**config.mk**
```make
export PLATFORM = sky130hd
export DESIGN_NAME = acc_core_sequencer
export DESIGN_NICKNAME = d
export VERILOG_FILES = /design/src/rtl/acc_core_sequencer.sv
export SDC_FILE = /design/constraint.sdc
export NUM_CORES = 1
export LEC_CHECK = 0
export CAP_MARGIN = 0
export CORE_UTILIZATION = 40
export CTS_CLUSTER_SIZE = 16
export DETAILED_ROUTE_END_ITERATION = 12
export PLACE_DENSITY = 0.61
export SYNTH_ARGS = -nofsm -noshare
export SYNTH_HDL_FRONTEND = slang
export SYNTH_SLANG_ARGS = --single-unit
```
**constraint.sdc**
```tcl
create_clock -name clock -period 3.1 [get_ports clock]
set_input_delay 0.62 -clock clock [delete_from_list [all_inputs] [get_ports clock]]
set_output_delay 0.62 -clock clock [all_outputs]
set_load 0.02 [all_outputs]
```
**src/rtl/acc_core_sequencer.sv**
```systemverilog
// acc_core_sequencer
//   Multi-cycle fetch/decode/execute sequencer for the accumulator machine.
//   Owns PC, MAR, MBR, IR and ACC and talks to a single shared memory port
//   through a req/ack handshake that tolerates any number of wait states.
//
// Ports
//   clock      rising-edge clock
//   reset      synchronous, active-high
//   run        start execution (sampled only in IDLE)
//   mem_req    memory request, held until mem_ack
//   mem_we     1 = write, 0 = read (valid while mem_req)
//   mem_addr   request address (MAR)
//   mem_wdata  write data (MBR)
//   mem_rdata  read data, valid while mem_ack = 1
//   mem_ack    completes the current request
//   halted     1 in HALT
//   illegal    sticky illegal-opcode flag
//   acc_out    accumulator
//   pc_out     program counter
//
// Build option
//   ACC_CORE_TRAP_ILLEGAL_EN : opcode E traps (illegal=1, HALT).
//                              Undefined: opcode E executes as NOP, illegal=0.
//
// state    | meaning
// ---------+-----------------------------------------------------------
// IDLE     | waiting for run
// FETCH    | read instruction at MAR (=PC) into IR, advance PC
// DECODE   | latch operand address into MAR, pick next state
// OPERAND  | read M[MAR] into MBR
// STORE    | write MBR (=ACC) to M[MAR]
// EXECUTE  | update ACC / PC, point MAR at next PC
// HALT     | frozen until reset

module acc_core_sequencer #(
  parameter int DATA_W   = 16,
  parameter int OPC_W    = 4,
  parameter int RESET_PC = 0
) (
  input  logic                      clock,
  input  logic                      reset,
  input  logic                      run,
  output logic                      mem_req,
  output logic                      mem_we,
  output logic [DATA_W-OPC_W-1:0]   mem_addr,
  output logic [DATA_W-1:0]         mem_wdata,
  input  logic [DATA_W-1:0]         mem_rdata,
  input  logic                      mem_ack,
  output logic                      halted,
  output logic                      illegal,
  output logic [DATA_W-1:0]         acc_out,
  output logic [DATA_W-OPC_W-1:0]   pc_out
);

  localparam int ADDR_W = DATA_W - OPC_W;

  localparam logic [3:0] OP_NOP   = 4'h0;
  localparam logic [3:0] OP_LOAD  = 4'h1;
  localparam logic [3:0] OP_STORE = 4'h2;
  localparam logic [3:0] OP_ADD   = 4'h3;
  localparam logic [3:0] OP_SUB   = 4'h4;
  localparam logic [3:0] OP_AND   = 4'h5;
  localparam logic [3:0] OP_OR    = 4'h6;
  localparam logic [3:0] OP_XOR   = 4'h7;
  localparam logic [3:0] OP_SHL   = 4'h8;
  localparam logic [3:0] OP_SHR   = 4'h9;
  localparam logic [3:0] OP_JMP   = 4'hA;
  localparam logic [3:0] OP_JZ    = 4'hB;
  localparam logic [3:0] OP_JN    = 4'hC;
  localparam logic [3:0] OP_LOADI = 4'hD;
  localparam logic [3:0] OP_RSVD  = 4'hE;
  localparam logic [3:0] OP_HALT  = 4'hF;

  typedef enum logic [2:0] {
    S_IDLE, S_FETCH, S_DECODE, S_OPERAND, S_STORE, S_EXECUTE, S_HALT
  } state_t;

  state_t state, next_state;

  logic [ADDR_W-1:0] pc, mar, pc_next;
  logic [DATA_W-1:0] acc, mbr, ir, acc_next;
  logic [OPC_W-1:0]  opc;
  logic [ADDR_W-1:0] addr_f;

  assign opc    = ir[DATA_W-1 -: OPC_W];
  assign addr_f = ir[ADDR_W-1:0];

  // State register
  always_ff @(posedge clock) begin
    if (reset) state <= S_IDLE;
    else       state <= next_state;
  end

  // Next-state logic
  always_comb begin
    next_state = state;
    case (state)
      S_IDLE:    if (run) next_state = S_FETCH;
      S_FETCH:   if (mem_ack) next_state = S_DECODE;
      S_DECODE: begin
        case (opc)
          OP_LOAD, OP_ADD, OP_SUB, OP_AND, OP_OR, OP_XOR: next_state = S_OPERAND;
          OP_STORE: next_state = S_STORE;
          OP_HALT:  next_state = S_HALT;
`ifdef ACC_CORE_TRAP_ILLEGAL_EN
          OP_RSVD:  next_state = S_HALT;
`else
          OP_RSVD:  next_state = S_EXECUTE;
`endif
          default:  next_state = S_EXECUTE;
        endcase
      end
      S_OPERAND: if (mem_ack) next_state = S_EXECUTE;
      S_STORE:   if (mem_ack) next_state = S_FETCH;
      S_EXECUTE: next_state = S_FETCH;
      S_HALT:    next_state = S_HALT;
      default:   next_state = S_IDLE;
    endcase
  end

  // Outputs; the request is squashed combinationally while reset is high
  always_comb begin
    mem_req = 1'b0;
    mem_we  = 1'b0;
    halted  = 1'b0;
    case (state)
      S_FETCH, S_OPERAND: mem_req = ~reset;
      S_STORE: begin
        mem_req = ~reset;
        mem_we  = ~reset;
      end
      S_HALT:  halted = 1'b1;
      default: ;
    endcase
  end

  // Execute-stage ALU and branch resolution
  always_comb begin
    acc_next = acc;
    pc_next  = pc;
    case (opc)
      OP_LOAD:  acc_next = mbr;
      OP_ADD:   acc_next = acc + mbr;
      OP_SUB:   acc_next = acc - mbr;
      OP_AND:   acc_next = acc & mbr;
      OP_OR:    acc_next = acc | mbr;
      OP_XOR:   acc_next = acc ^ mbr;
      OP_SHL:   acc_next = {acc[DATA_W-2:0], 1'b0};
      OP_SHR:   acc_next = {1'b0, acc[DATA_W-1:1]};
      OP_JMP:   pc_next  = addr_f;
      OP_JZ:    if (acc == '0) pc_next = addr_f;
      OP_JN:    if (acc[DATA_W-1]) pc_next = addr_f;
      OP_LOADI: acc_next = {{OPC_W{1'b0}}, addr_f};
      OP_NOP, OP_STORE, OP_RSVD, OP_HALT: ;
      default:  ;
    endcase
  end

  // Datapath registers
  always_ff @(posedge clock) begin
    if (reset) begin
      pc  <= RESET_PC[ADDR_W-1:0];
      mar <= '0;
      mbr <= '0;
      ir  <= '0;
      acc <= '0;
    end else begin
      case (state)
        S_IDLE:    if (run) mar <= pc;
        S_FETCH: begin
          if (mem_ack) begin
            ir <= mem_rdata;
            pc <= pc + ADDR_W'(1);
          end
        end
        S_DECODE: begin
          mar <= addr_f;
          if (opc == OP_STORE) mbr <= acc;
        end
        S_OPERAND: if (mem_ack) mbr <= mem_rdata;
        S_STORE:   if (mem_ack) mar <= pc;
        S_EXECUTE: begin
          acc <= acc_next;
          pc  <= pc_next;
          mar <= pc_next;
        end
        default: ;
      endcase
    end
  end

`ifdef ACC_CORE_TRAP_ILLEGAL_EN
  logic illegal_q;
  always_ff @(posedge clock) begin
    if (reset) illegal_q <= 1'b0;
    else if (state == S_DECODE && opc == OP_RSVD) illegal_q <= 1'b1;
  end
  assign illegal = illegal_q;
`else
  assign illegal = 1'b0;
`endif

  assign mem_addr  = mar;
  assign mem_wdata = mbr;
  assign acc_out   = acc;
  assign pc_out    = pc;

endmodule

```
Word-level counts from Yosys, hierarchy flattened
Memories as Yosys holds them, arrays and structs flattened. A register that Yosys moved wholly into a read port is not among the register bits.
Index checks and enable logic that the tools add are counted.

operators by class
  add/subtract/negate cells = 3
  divide/modulo/power cells = 0
  reductions and logical operators = 13
  bitwise gates (word level) = 4
  magnitude comparators = 0
  multipliers = 0
  equality and inequality tests = 24
  multiplexer cells = 22
  shift-type cells = 0

operators by type and width
  kind                     number
  $pmux W16 S9             1
  $mux W12                 5
  $pmux W12 S4             1
  $pmux W12 S3             1
  $mux W16                 2
  $pmux W16 S2             1
  $eq A4 B4 Y1 const B     6
  $pmux W12 S2             1
  $pmux W3 S7              1
  $add A16 B16 Y16         1
  $and A16 B16 Y16         1
  $eq A4 B3 Y1 const B     4
  $logic_not A16 Y1        1
  $or A16 B16 Y16          1
  $sub A16 B16 Y16         1
  $xor A16 B16 Y16         1
  $add A12 B1 Y12 const B  1
  $mux W3                  4
  $ne A2 B2 Y1 const B     5
  $eq A3 B3 Y1 const B     3
  $reduce_bool A9 Y1       1
  $eq A4 B2 Y1 const B     2
  $mux W4                  2
  $eq A3 B2 Y1 const B     2
  11 further kinds         17

word-level totals
  RAM bits = 0
  latch bits = 0
  memories kept = 1
  flip-flop bits (word level) = 75
  memory bits (read-only) = 48
  output and inout port bits = 60

memories
  name              words  bits a word  rd ports  clocked after memory_dff  wr ports  RTL line  text
  (name not given)  16     3            1         1                         0         101       case (opc)

Depth between registers and ports, before layout
  depth in word-level cells = 4
  depth in mapped cells = 14
  depth with buffers taken out = 12

Worst setup path after synthesis
Ideal clock, no wire load.

  kind = reg2reg
  start = register mbr[2] (netlist: mem_wdata[2])
  end = register acc[13] (netlist: acc_out[13])
  data arrival time = 2.862 ns
  cell stages (with the launch flop) = 11
  clock period less this slack = 2.953 ns
  data required time = 3.009 ns
  slack = 0.147 ns
  cells stage by stage = dfxtp_1 > nor4_2 > nand3_1 > o31ai_1 > xnor2_1 > ha_1 > clkbuf_1 > nand2_1 > or3_1 > o311a_1 > a311oi_1

on the way
  cells in the longest elaborated chain, start to end = 2
  elaborated cells on any way between the ends = 3

ends and longest elaborated chain
  element                                               RTL line  text
  from (decl)                                           81        logic [DATA_W-1:0] acc, mbr, ir, acc_next;
  from (signal assigned)                                180       S_OPERAND: if (mem_ack) mbr <= mem_rdata;
  $sub A16 B16 Y16 or $add A16 B16 Y16 (tied branches)  144, 143
  $pmux W16 S9 (*)                                      141       case (opc)
  to (signal assigned)                                  183       acc <= acc_next;
  to (decl)                                             81

Mark *: on every way between the ends. The rest lies on a longest branch, timed or not.
A chain may end at the register's enable or synchronous reset.

Worst setup path after layout
Ends and elaborated chain as after synthesis.

==> results.ini <==
[status]
status = complete, no violations

[floorplan]
rows = 45
die_w_um = 126
ios = 80
core_um2 = 15100
dieHeight_um = 126
dieArea_um2 = 15900
initial_core_util = 0.408

[power]
p_clk_frac = 0.380
p_int_w = 0.00202
p_seq_frac = 0.353
p_leak_nw = 2.77
peakVddDrop_v = 0.000264
switching_share = 0.332
p_sw_w = 0.00100
powerDensity_nw_per_um2 = 398
pwr-share-comb = 0.267

[sta]
setup_viol = 0
hold_viol = 0
setup_slack_ns = 0.229
fin_crit_sh = 0.926
finClkSkew_ns = 0.00995
min_period_ns = 2.87
max_slew.worst_pin.slew_ns = 1.10
slew_violations = 0
clock.fmax_mhz = 348
setup_tns_ns = 0
rsz0062_at_grt = yes
slew_headroom = 0.266

[clock_tree]
clk_root_buffer_cell = clkbuf_16
h-tree-depth = 3
numCtsBuffers = 9
clk_pin_slew_ns = 0.07
cts_setup_buffers = 0
worstSkewPairLatency_ns = 0.35
holdBufCountCts = 0
cts_tree = done
clock-sinks = 78
clk_path_buf_depth = 2

[logic_synthesis]
ys.warnings.count = 0
synth_adder_area_share = 0.103
synthMuxAreaShare = 0.0150
synth-seq-cells = 78
synth-simple-area-share = 0.234
async_flop_share = 0
synth.net_count = 883
seq_area_frac_synth = 0.253
synth_cell_types = 79
synth-compound-area-share = 0.284
syn_area_per_cell_um2 = 7.60
synth_area_um2 = 6180
syn_inst = 813
ys.flop_type = dfxtp_1
synth_xor_area_frac = 0.0312
synth_top_family_by_area = compound AO/OA/AOI/OAI gates
synth-edff-count = 0

[global_route]
grt_max_degree = 54
grt_pass1_wl_um = 34700
grt_pass1_vias = 6431
antenna_found_initial = 0
grt_usage = 0.276
grt_overflow = 0

[placement]
place_congestion = 0.933
pre_cts_ws_ns = 0.167
dp_cells = 1067
portBuffers = 78
dp_hpwl_um = 15700

[routing]
dr.pass1.iters = 5
wl_per_cell_um = 19.8
drc = 0
vias_per_cell = 6.05
ant_nets = 0
wl_um = 21400
drt-initial-drc-count = 506
num_vias = 6553

[cells_and_area]
num_antenna_cells = 0
final_cell_count_no_fill = 1083
area_growth_pct = 22.9
post-route-util = 0.501
fill_cells = 1476
nets = 960
drive_gt1_frac = 0.0994

[setup_path]
r2r_cells = 10
cp_max_fo = 5
worst_path_max_delay_cell = ha_1
cp-end-kind = flip-flop
crit_arrival_ns = 3.13
worstSetupPathType = reg -> reg
cpPeakStageDelay_ns = 0.37
worstPathCellList = nor4_2 > buf_4 > nand3_1 > o31ai_1 > xnor2_1 > ha_1 > nand2_1 > or3_1 > o311a_1 > a311oi_1
startpoint_type = flip-flop
cp_data_required_time_ns = 3.36

[hold_path]
whs_path_depth = 2
hp-class = reg -> reg

[job]
cap_violations = 0

[power by group through the flow]
stage	combinational, W	clock [W]	sequential, W
6_report	0.000807	0.00115	0.00107
5_1_grt	0.000884	0.00120	0.00107
4_1_cts	0.000795	0.00116	0.00107
3_5_place_dp	0.000787	0	0.00109
3_3_place_gp	0.000780	0	0.00109
2_1_floorplan	0.000526	0	0.00109
[critical path: cells and delay by family (launching register included)]
family,cells,cell delay [ns]
simple gates,4,0.94
compound gates,3,0.84
fa+ha+maj,1,0.37
flops,1,0.33
buf+inv,1,0.18
xor+xnor,1,0.13
[cell type report]
cell class	instances	area (um2)	area share
clock inverters	7	90.1	0.0119
repair buffers	125	1140	0.150
well taps	188	235	0.0310
clock buffers	9	225	0.0297
flip-flops and latches	78	1560	0.206
inverters	51	191	0.0252
multi-input cells	625	4150	0.546
[state kept, by name, indices dropped and copies added, names as in the netlist, named ones only]
name / cells
state: 3
mem_wdata: 16
mem_addr: 12
ir: 16
acc_out: 16
pc_out: 12
[layer usage]
| metal | vias up | GRT usage | share of wire |
|---|---|---|---|
| li1 | 3119 | - | - |
| met1 | 3108 | 0.379 | 0.45 |
| met2 | 297 | 0.438 | 0.46 |
| met3 | 29 | 0.0395 | 0.075 |
| met4 | 0 | 0.102 | 0.019 |
| met5 | - | 0 | 0 |
[cell families (layout without fill, tap and decap cells)]
family / after synthesis / after routing
other: 1 / 1
AO/OA/AOI/OAI: 254 / 254
multiplexers: 9 / 9
AND/OR/NAND/NOR: 289 / 289
buffers and inverters: 110 / 192
XOR/XNOR: 22 / 22
flip-flops: 78 / 78
adder cells (fa/ha/maj): 50 / 50
[per-stage QoR]
step | hold slack, ns | power (W) | instance area (um2)
2_1_floorplan | 0.450 | 0.00161 | 6180
3_3_place_gp | 0.486 | 0.00187 | 7260
3_5_place_dp | 0.494 | 0.00188 | 7260
4_1_cts | 0.503 | 0.00302 | 7580
5_1_grt | 0.532 | 0.00316 | 7590
6_report | 0.497 | 0.00302 | 7590
[layout by cell type, fill, tap and decap left out, types with 29 or more instances in the layout]
cell type / synthesis / routed
o21ai_0: 49 / 48
clkdlybuf4s50_1: 0 / 77
buf_4: 3 / 46
a21oi_1: 59 / 58
nand2_1: 93 / 93
nor2_1: 71 / 71
nand3_1: 29 / 29
inv_1: 51 / 51
ha_1: 49 / 49
dfxtp_1: 78 / 78
[final timing paths]
check / slack (ns) / startpoint / endpoint
setup / recovery: 0.23 / mem_wdata[2] / acc_out[13]
hold / removal: 0.50 / flip-flop / state[0]
setup reg to reg: 0.23 / mem_wdata[2] / acc_out[13]
hold reg to reg: 0.50 / flip-flop / state[0]
[synth_stat cells (all sizes together), types with 7 or more instances]
| master | n | area share |
|---|---|---|
| a211oi | 9 | 0.011 |
| a21oi | 60 | 0.050 |
| a221o | 14 | 0.023 |
| a22oi | 12 | 0.015 |
| a311oi | 20 | 0.028 |
| a31oi | 13 | 0.016 |
| and2 | 12 | 0.012 |
| and3 | 7 | 0.0071 |
| buf | 36 | 0.035 |
| clkbuf | 23 | 0.014 |
| dfxtp | 78 | 0.25 |
| ha | 49 | 0.099 |
| inv | 51 | 0.031 |
| mux2i | 7 | 0.011 |
| nand2 | 93 | 0.057 |
| nand2b | 12 | 0.012 |
| nand3 | 29 | 0.024 |
| nor2 | 73 | 0.047 |
| nor2b | 8 | 0.0085 |
| nor3 | 12 | 0.011 |
| nor4 | 10 | 0.011 |
| o21ai | 53 | 0.043 |
| o22ai | 12 | 0.012 |
| o31ai | 10 | 0.015 |
| or3 | 10 | 0.010 |
| xnor2 | 20 | 0.028 |
[what timing repair did]
item / 4_1_cts / 5_1_grt
gates resized for setup: 0 / 4
endpoints found under the hold margin: 0 / 0
setup endpoints to repair: 0 / 2
No activity file was read; power rests on OpenSTA's default activity.
